**src/rtl/rv32i_multicycle_control_if.sv**
```systemverilog
// Control-to-datapath bundle for the RV32I multicycle controller, plus its shared types.
package rv32i_multicycle_control_pkg;

    typedef enum logic [3:0] {
        ALU_ADD  = 4'd0,
        ALU_SUB  = 4'd1,
        ALU_SLL  = 4'd2,
        ALU_SLT  = 4'd3,
        ALU_SLTU = 4'd4,
        ALU_XOR  = 4'd5,
        ALU_SRL  = 4'd6,
        ALU_SRA  = 4'd7,
        ALU_OR   = 4'd8,
        ALU_AND  = 4'd9
    } alu_control_t;

endpackage

interface rv32i_multicycle_control_if;
    import rv32i_multicycle_control_pkg::*;

    logic         ena;
    logic [31:0]  instr;
    logic         zero;
    logic         pc_write;
    logic         ir_write;
    logic         addr_src;
    logic         mem_wr_ena;
    logic         reg_write;
    logic [1:0]   alu_src_a;
    logic [1:0]   alu_src_b;
    logic [1:0]   result_src;
    logic [1:0]   imm_src;
    alu_control_t alu_control;
    logic         illegal;

    // Controller side: consumes status, drives the datapath controls.
    modport master (
        input  ena, instr, zero,
        output pc_write, ir_write, addr_src, mem_wr_ena, reg_write,
               alu_src_a, alu_src_b, result_src, imm_src, alu_control, illegal
    );

    // Datapath side.
    modport slave (
        output ena, instr, zero,
        input  pc_write, ir_write, addr_src, mem_wr_ena, reg_write,
               alu_src_a, alu_src_b, result_src, imm_src, alu_control, illegal
    );

endinterface

```
**src/rtl/rv32i_multicycle_control.sv**
```systemverilog
// Moore control FSM for a multicycle RV32I subset datapath with configurable memory wait states.
module rv32i_multicycle_control
    import rv32i_multicycle_control_pkg::*;
#(
    parameter int unsigned MEM_WAIT_CYCLES = 0,
    parameter bit          ENABLE_JAL      = 1'b1
) (
    input  logic clk,
    input  logic rst,
    rv32i_multicycle_control_if.master bus
);

    localparam int unsigned CNT_W = 4;
    localparam logic [CNT_W-1:0] WAIT_LAST = CNT_W'(MEM_WAIT_CYCLES);

    localparam logic [6:0] OP_LOAD   = 7'b0000011;
    localparam logic [6:0] OP_STORE  = 7'b0100011;
    localparam logic [6:0] OP_R      = 7'b0110011;
    localparam logic [6:0] OP_I      = 7'b0010011;
    localparam logic [6:0] OP_BRANCH = 7'b1100011;
    localparam logic [6:0] OP_JAL    = 7'b1101111;

    typedef enum logic [3:0] {
        S_FETCH, S_DECODE, S_MEM_ADR, S_MEM_READ, S_MEM_WB, S_MEM_WRITE,
        S_EXEC_R, S_EXEC_I, S_ALU_WB, S_BRANCH, S_JAL, S_TRAP
    } state_t;

    state_t           state, state_nx;
    logic [CNT_W-1:0] cnt, cnt_nx;

    logic [6:0] opcode;
    logic [2:0] funct3;
    logic       bit30;
    logic       wait_last;
    logic       strobe_ok;
    logic       pc_write_raw, ir_write_raw, mem_wr_raw, reg_write_raw;

    assign opcode    = bus.instr[6:0];
    assign funct3    = bus.instr[14:12];
    assign bit30     = bus.instr[30];
    assign wait_last = (cnt == WAIT_LAST);
    // Strobes are suppressed while frozen or held in reset, independent of state.
    assign strobe_ok = bus.ena & rst;

    // ALU operation for register and immediate arithmetic; SUB only exists in R form.
    function automatic alu_control_t alu_op(input logic [2:0] f3, input logic b30, input logic is_r);
        alu_control_t op;
        case (f3)
            3'b000:  op = (is_r && b30) ? ALU_SUB : ALU_ADD;
            3'b001:  op = ALU_SLL;
            3'b010:  op = ALU_SLT;
            3'b011:  op = ALU_SLTU;
            3'b100:  op = ALU_XOR;
            3'b101:  op = b30 ? ALU_SRA : ALU_SRL;
            3'b110:  op = ALU_OR;
            default: op = ALU_AND;
        endcase
        return op;
    endfunction

    // State and wait counter; both freeze while ena is low.
    always_ff @(posedge clk or negedge rst) begin
        if (!rst) begin
            state <= S_FETCH;
            cnt   <= '0;
        end else if (bus.ena) begin
            state <= state_nx;
            cnt   <= cnt_nx;
        end
    end

    // Next-state and wait-counter logic; counter clears on every state change.
    always_comb begin
        state_nx = state;
        cnt_nx   = '0;
        case (state)
            S_FETCH: begin
                if (wait_last) state_nx = S_DECODE;
                else           cnt_nx   = cnt + CNT_W'(1);
            end
            S_DECODE: begin
                case (opcode)
                    OP_LOAD, OP_STORE: state_nx = S_MEM_ADR;
                    OP_R:              state_nx = S_EXEC_R;
                    OP_I:              state_nx = S_EXEC_I;
                    OP_BRANCH:         state_nx = S_BRANCH;
                    OP_JAL:            state_nx = ENABLE_JAL ? S_JAL : S_TRAP;
                    default:           state_nx = S_TRAP;
                endcase
            end
            S_MEM_ADR:   state_nx = (opcode == OP_LOAD) ? S_MEM_READ : S_MEM_WRITE;
            S_MEM_READ: begin
                if (wait_last) state_nx = S_MEM_WB;
                else           cnt_nx   = cnt + CNT_W'(1);
            end
            S_MEM_WRITE: begin
                if (wait_last) state_nx = S_FETCH;
                else           cnt_nx   = cnt + CNT_W'(1);
            end
            S_MEM_WB:    state_nx = S_FETCH;
            S_EXEC_R:    state_nx = S_ALU_WB;
            S_EXEC_I:    state_nx = S_ALU_WB;
            S_ALU_WB:    state_nx = S_FETCH;
            S_BRANCH:    state_nx = (funct3 == 3'b000 || funct3 == 3'b001) ? S_FETCH : S_TRAP;
            S_JAL:       state_nx = S_ALU_WB;
            S_TRAP:      state_nx = S_TRAP;
            default:     state_nx = S_FETCH;
        endcase
    end

    // Moore output decode from state, counter and instruction fields.
    always_comb begin
        pc_write_raw    = 1'b0;
        ir_write_raw    = 1'b0;
        mem_wr_raw      = 1'b0;
        reg_write_raw   = 1'b0;
        bus.addr_src    = 1'b0;
        bus.alu_src_a   = 2'b00;
        bus.alu_src_b   = 2'b00;
        bus.result_src  = 2'b00;
        bus.imm_src     = 2'b00;
        bus.alu_control = ALU_ADD;
        bus.illegal     = 1'b0;
        case (state)
            S_FETCH: begin
                bus.alu_src_b  = 2'b10;
                bus.result_src = 2'b10;
                ir_write_raw   = wait_last;
                pc_write_raw   = wait_last;
            end
            S_DECODE: begin
                bus.alu_src_a = 2'b01;
                bus.alu_src_b = 2'b01;
                bus.imm_src   = 2'b10;
            end
            S_MEM_ADR: begin
                bus.alu_src_a = 2'b10;
                bus.alu_src_b = 2'b01;
                bus.imm_src   = (opcode == OP_LOAD) ? 2'b00 : 2'b01;
            end
            S_MEM_READ: begin
                bus.addr_src = 1'b1;
            end
            S_MEM_WRITE: begin
                bus.addr_src = 1'b1;
                mem_wr_raw   = wait_last;
            end
            S_MEM_WB: begin
                bus.result_src = 2'b01;
                reg_write_raw  = 1'b1;
            end
            S_EXEC_R: begin
                bus.alu_src_a   = 2'b10;
                bus.alu_control = alu_op(funct3, bit30, 1'b1);
            end
            S_EXEC_I: begin
                bus.alu_src_a   = 2'b10;
                bus.alu_src_b   = 2'b01;
                bus.alu_control = alu_op(funct3, bit30, 1'b0);
            end
            S_ALU_WB: begin
                reg_write_raw = 1'b1;
            end
            S_BRANCH: begin
                bus.alu_src_a   = 2'b10;
                bus.alu_control = ALU_SUB;
                if (funct3 == 3'b000)      pc_write_raw = bus.zero;
                else if (funct3 == 3'b001) pc_write_raw = ~bus.zero;
            end
            S_JAL: begin
                bus.alu_src_a = 2'b01;
                bus.alu_src_b = 2'b10;
                pc_write_raw  = 1'b1;
            end
            S_TRAP: begin
                bus.illegal = 1'b1;
            end
            default: ;
        endcase
    end

    // Gated write strobes.
    assign bus.pc_write   = pc_write_raw  & strobe_ok;
    assign bus.ir_write   = ir_write_raw  & strobe_ok;
    assign bus.mem_wr_ena = mem_wr_raw    & strobe_ok;
    assign bus.reg_write  = reg_write_raw & strobe_ok;

endmodule

```
**src/flat_wrapper.sv**
```systemverilog
// flat-port wrapper written by rule: the top's interface ports become plain ports
module rv32i_multicycle_control_flat import rv32i_multicycle_control_pkg::*;
#(
    parameter int unsigned MEM_WAIT_CYCLES = 0,
    parameter bit          ENABLE_JAL      = 1'b1
)
  (clk, rst, bus_ena, bus_instr, bus_zero, bus_pc_write, bus_ir_write, bus_addr_src, bus_mem_wr_ena, bus_reg_write, bus_alu_src_a, bus_alu_src_b, bus_result_src, bus_imm_src, bus_alu_control, bus_illegal);
  rv32i_multicycle_control_if bus_i ();
  input  logic clk;
  input  logic rst;
  input wire logic [$bits(bus_i.ena)-1:0] bus_ena;
  input wire logic [$bits(bus_i.instr)-1:0] bus_instr;
  input wire logic [$bits(bus_i.zero)-1:0] bus_zero;
  output wire logic [$bits(bus_i.pc_write)-1:0] bus_pc_write;
  output wire logic [$bits(bus_i.ir_write)-1:0] bus_ir_write;
  output wire logic [$bits(bus_i.addr_src)-1:0] bus_addr_src;
  output wire logic [$bits(bus_i.mem_wr_ena)-1:0] bus_mem_wr_ena;
  output wire logic [$bits(bus_i.reg_write)-1:0] bus_reg_write;
  output wire logic [$bits(bus_i.alu_src_a)-1:0] bus_alu_src_a;
  output wire logic [$bits(bus_i.alu_src_b)-1:0] bus_alu_src_b;
  output wire logic [$bits(bus_i.result_src)-1:0] bus_result_src;
  output wire logic [$bits(bus_i.imm_src)-1:0] bus_imm_src;
  output wire logic [$bits(bus_i.alu_control)-1:0] bus_alu_control;
  output wire logic [$bits(bus_i.illegal)-1:0] bus_illegal;
  assign bus_i.ena = bus_ena;
  assign bus_i.instr = bus_instr;
  assign bus_i.zero = bus_zero;
  assign bus_pc_write = bus_i.pc_write;
  assign bus_ir_write = bus_i.ir_write;
  assign bus_addr_src = bus_i.addr_src;
  assign bus_mem_wr_ena = bus_i.mem_wr_ena;
  assign bus_reg_write = bus_i.reg_write;
  assign bus_alu_src_a = bus_i.alu_src_a;
  assign bus_alu_src_b = bus_i.alu_src_b;
  assign bus_result_src = bus_i.result_src;
  assign bus_imm_src = bus_i.imm_src;
  assign bus_alu_control = bus_i.alu_control;
  assign bus_illegal = bus_i.illegal;
  rv32i_multicycle_control #(.MEM_WAIT_CYCLES(MEM_WAIT_CYCLES), .ENABLE_JAL(ENABLE_JAL)) u_core (.clk(clk), .rst(rst), .bus(bus_i));
endmodule
```
**config.mk**
```make
export PLATFORM = sky130hd
export DESIGN_NAME = rv32i_multicycle_control_flat
export DESIGN_NICKNAME = d
export VERILOG_FILES = /design/src/rtl/rv32i_multicycle_control_if.sv /design/src/rtl/rv32i_multicycle_control.sv /design/src/flat_wrapper.sv
export SDC_FILE = /design/constraint.sdc
export NUM_CORES = 1
export LEC_CHECK = 0
export CORE_MARGIN = 2
export CORE_UTILIZATION = 35
export CTS_CLUSTER_DIAMETER = 100
export DETAILED_ROUTE_END_ITERATION = 10
export HOLD_SLACK_MARGIN = 0.08
export MAX_ROUTING_LAYER = met4
export PLACE_DENSITY = 0.85
export SLEW_MARGIN = 20
export SYNTH_ARGS = -nofsm -noshare
export SYNTH_HDL_FRONTEND = slang
export SYNTH_SLANG_ARGS = --single-unit
```
**constraint.sdc**
```tcl
create_clock -name clk -period 1.6 [get_ports clk]
set_input_delay 0.32 -clock clk [delete_from_list [all_inputs] [get_ports clk]]
set_output_delay 0.32 -clock clk [all_outputs]
set_load 0.01 [all_outputs]
```
Word level (Yosys, flattened, before mapping)
Index checks and enable logic that the tools add are counted.
Storage, ports and cells
  bits of input ports: 36
  register bits: 8
  logic and storage cells: 76
  output and inout port bits: 18
Cells by class
  equal/unequal tests: 26
  reductions and logical operators: 14
  bitwise gates (word level): 6
  muxes and demuxes: 27
  $add $sub $neg: 1
Operators with widths (number)
  $pmux W4 S7: 2
  $pmux W4 S8: 1
  $mux W4: 6
  $pmux W4 S5: 1
  $eq A4 B3 Y1 const B: 4
  $eq A4 B4 Y1 const B: 4
  $pmux W2 S2: 4
  $eq A7 B6 Y1 const B: 2
  $eq A7 B7 Y1 const B: 2
  $pmux W4 S3: 1
  $mux W1: 10
  $reduce_or A2 Y1: 5
  $eq A3 B3 Y1 const B: 3
  $reduce_or A3 Y1: 3
  $eq A4 B2 Y1 const B: 2
  $logic_not A4 Y1: 2
  $eq A7 B2 Y1 const B: 1
  $eq A7 B5 Y1 const B: 1
  $eq A3 B2 Y1 const B: 2
  $ne A2 B1 Y1 const B: 3
  $and A1 B1 Y1: 5
  $add A4 B1 Y4 const B: 1
  $eq A4 B1 Y1 const B: 1
  $reduce_and A4 Y1: 1
  7 further kinds: 7

Longest topological paths before layout
  depth after elaboration: 5
  depth in mapped cells: 6
  mapped depth without buffers: 6

Worst setup path before layout
Ideal clock, no wire load.
  kind: reg2out
  from: register u_core.cnt[0]
  to: output bus_pc_write
  stages on the path, launching flop included: 7
  arrival time: 1.382 ns
  data required time: 1.280 ns
  buffers on the path: 0
  slack: -0.102 ns
  path through: dfrtp_1 > inv_1 > ha_1 > nor3b_4 > a32oi_1 > o21a_1 > nor3_1
Between the ends
  cells in the longest elaborated chain, start to end: 3
Ends and longest elaborated chain
  start, declared: line rv32i_multicycle_control.sv:29  | logic [CNT_W-1:0] cnt, cnt_nx;
  start signal, assigned: line rv32i_multicycle_control.sv:68  | cnt <= cnt_nx;
  $logic_not A4 Y1: line rv32i_multicycle_control.sv:41  | assign wait_last = (cnt == WAIT_LAST);
  $pmux W1 S3: line rv32i_multicycle_control.sv:124  | case (state)
  $and A1 B1 Y1: line rv32i_multicycle_control.sv:183  | assign bus.pc_write = pc_write_raw & strobe_ok;
  end, declared: line flat_wrapper.sv:14  | output wire logic [$bits(bus_i.pc_write)-1:0] bus_pc_write;
No other way between the ends.

Worst setup path in the final report
Ends and elaborated chain as after synthesis.

==> results.json <==
{
  "layout_setup_ws_ns": -0.595,
  "p_total_mw": 4.73,
  "cts-root-buf": "clkbuf_4",
  "tightest_slew_ns": 0.431,
  "vias": 1512,
  "drc": 0,
  "fin_crit_ns": 2.19,
  "die_h_um": 56.7,
  "cap_violations": 0,
  "reg2reg_slack_ns": -0.23,
  "yosysMostFrequentCell": "nand2_1",
  "maxSlewViolCount": 0,
  "grt_pass1_wl_mm": 7.09,
  "setup_violations": 26,
  "min_path_type": "primary input to async pin",
  "cts_hold_buf": 0,
  "cts_num_sinks": 8,
  "first_pass_iters": 4,
  "cts_tree": "done",
  "wire_per_inst_um": 20.5,
  "dieWidth_um": 56.7,
  "io_pins": 54,
  "grt_max_degree": 11,
  "synth.distinct_cells": 46,
  "critPathArrivalTime_ns": 1.87,
  "postRouteAntennaNets": 0,
  "post_dp_cell_area_um2": 1620,
  "fin_nets": 267,
  "powerDensity_nw_per_um2": 2110,
  "syn_inst": 122,
  "syn_avg_cell_area_um2": 7.97,
  "routed_via_density": 5.86,
  "grt_pass1_vias": 1483,
  "status": "finished, violations left",
  "r2r-start": "u_core.state[0]$_DFFE_PN0P_",
  "synth_top_cell_area_share": 0.206,
  "rows": 19,
  "ys_warn_count": 0,
  "layout-drive-gt1-share": 0.661,
  "design.core.area_um2": 2690,
  "reg2regPathDepth": 7,
  "rsz0062_at_grt": "true",
  "fin_setup_tns_ns": -6.56,
  "start_util": 0.362,
  "clk-insertion-delay-late_ns": 0.29,
  "crit_fanout": 3,
  "required_ns": 1.28,
  "final_area_um2": 2240,
  "place_hpwl_mm": 2.43,
  "path_clk_slew_ns": 0.07,
  "yosysSeqAreaShare": 0.206,
  "path_class": "flip-flop to primary output",
  "final_core_util": 0.836,
  "numCtsBuffers": 3,
  "n_antenna_cell": 0,
  "synth_edf_count": 0,
  "overflow": 0,
  "skew_ns": 0.00985,
  "yosys.area.top_type": "dfrtp_1",
  "endpoint_kind": "primary output",
  "synthTopCellsByArea": "dfrtp_1 (21%), nand2_1 (5.4%), a21oi_1 (3.6%), a22o_1 (3.6%), inv_1 (3.1%)",
  "p_leak_nw": 1.03,
  "yosys_register_bits": 8,
  "crit_path_start_kind": "flip-flop",
  "grtUsageTotal": 0.297,
  "area_growth_syn_to_layout_pct": 131,
  "synth_commonest_cells": "nand2_1 (14), dfrtp_1 (8), inv_1 (8)",
  "syn_area_um2": 972,
  "violations": "negative setup slack",
  "htreeDepth": 1,
  "fmax_ghz": 0.456,
  "fin_crit_sh": 1.37,
  "hold_ws_ns": 0.483,
  "cts_buffer_depth": 2,
  "async_flop_share": 1.00,
  "syn_nets": 160,
  "drt-initial-drc-count": 130,
  "report.final.hold_viol_count": 0,
  "antenna_found_initial": 0,
  "relSlewSlack": 0.709,
  "portBuffers": 32,
  "place_congestion": 0.946,
  "synth_top_flop_cell": "dfrtp_1",
  "die-area_um2": 3220,
  "r2r-end": "u_core.state[0]$_DFFE_PN0P_",
  "wirelength_mm": 5.29,
  "ir_worst_vdd_mv": 1.97
}
==> kinds of logic (layout without fill, tap and decap cells) <==
kind of cell | Yosys count | after routing | synth area share
buffers and inverters | 16 | 121 | 0.0785
adders and majority gates | 2 | 2 | 0.0257
DFF | 8 | 8 | 0.206
and+or+nand+nor | 54 | 54 | 0.328
muxes | 5 | 5 | 0.0669
AOI/OAI and AO/OA | 32 | 32 | 0.250
xor gates and xnor gates | 5 | 5 | 0.0451
==> where the power goes <==
| part | total [mW] | internal (mW) | switching (mW) | leakage [nW] |
|---|---|---|---|---|
| Sequential | 0.393 | 0.286 | 0.107 | 0.103 |
| Combinational | 4.15 | 2.22 | 1.92 | 0.915 |
| Clock | 0.189 | 0.0877 | 0.102 | 0.0138 |
==> per-stage QoR <==
stage / setup WS (ns) / instances
after floorplan: -0.0499 / 122
after global placement: -0.670 / 221
after detailed placement: -0.738 / 221
after CTS: -0.438 / 248
after global routing: -0.680 / 258
final: -0.595 / 258
==> how the worst max path moves through the flow <==
stage	from	endpoint	slack, ns	cells after the start
after floorplan	u_core.cnt[0]$_DFFE_PN0P_	bus_ir_write	-0.05	5
after global placement	bus_instr[13]	bus_pc_write	-0.67	6
after detailed placement	bus_instr[13]	bus_pc_write	-0.74	6
after CTS	u_core.cnt[1]$_DFFE_PN0P_	bus_pc_write	-0.44	8
after global routing	u_core.cnt[0]$_DFFE_PN0P_	bus_pc_write	-0.68	8
final	u_core.cnt[0]$_DFFE_PN0P_	bus_pc_write	-0.59	8
==> cell type report <==
class                           instances  area (um^2)
Multi-Input combinational cell         98          985
Timing Repair Buffer                  110          960
Fill cell                             128          442
Sequential cell                         8          204
Tap cell                               31         38.8
Inverter                                8         35.0
Clock buffer                            3         22.5
==> sequential cells by signal (all words and copies together), names as in the netlist <==
name	flops
u_core.state	4
u_core.cnt	4
==> cells in the final DEF (no fill, tap or decap), drive strengths merged, types with 2 or more instances in the layout <==
cell type	n
o32ai	4
nor3	5
clkbuf	3
or3	2
dlygate4sd2	3
clkdlybuf4s50	11
mux2i	3
nor4	4
inv	8
buf	96
dfrtp	8
nand2	14
nand3b	2
a21o	2
o31ai	2
a22o	4
ha	2
nor2	7
mux2	2
o22ai	3
xnor2	3
nor2b	3
nand3	5
nand4	2
xor2	2
o21ai	3
a21oi	7
nand2b	4
==> worst max-delay path, cell delays in order (launching register included) <==
cell and delay [ns]:
dfrtp_1 0.42, inv_2 0.11, ha_4 0.13, nor3b_4 0.22, buf_4 0.15, a32oi_1 0.06
o21a_1 0.20, nor3_2 0.13, buf_2 0.17
==> per-layer routing <==
layer	global-route usage	routed length [um]	vias up
li1	-	-	667
met1	0.349	2110	747
met2	0.485	2700	78
met3	0.0253	291	20
met4	0.187	195	0
met5	-	0	-
==> what timing repair did <==
action	CTS	global route
setup endpoints to repair	24	26
setup buffers	24	15
gates cloned	2	0
pin swaps	23	25
resized for setup	130	46
Note: power is estimated with default switching activity, not from simulation.
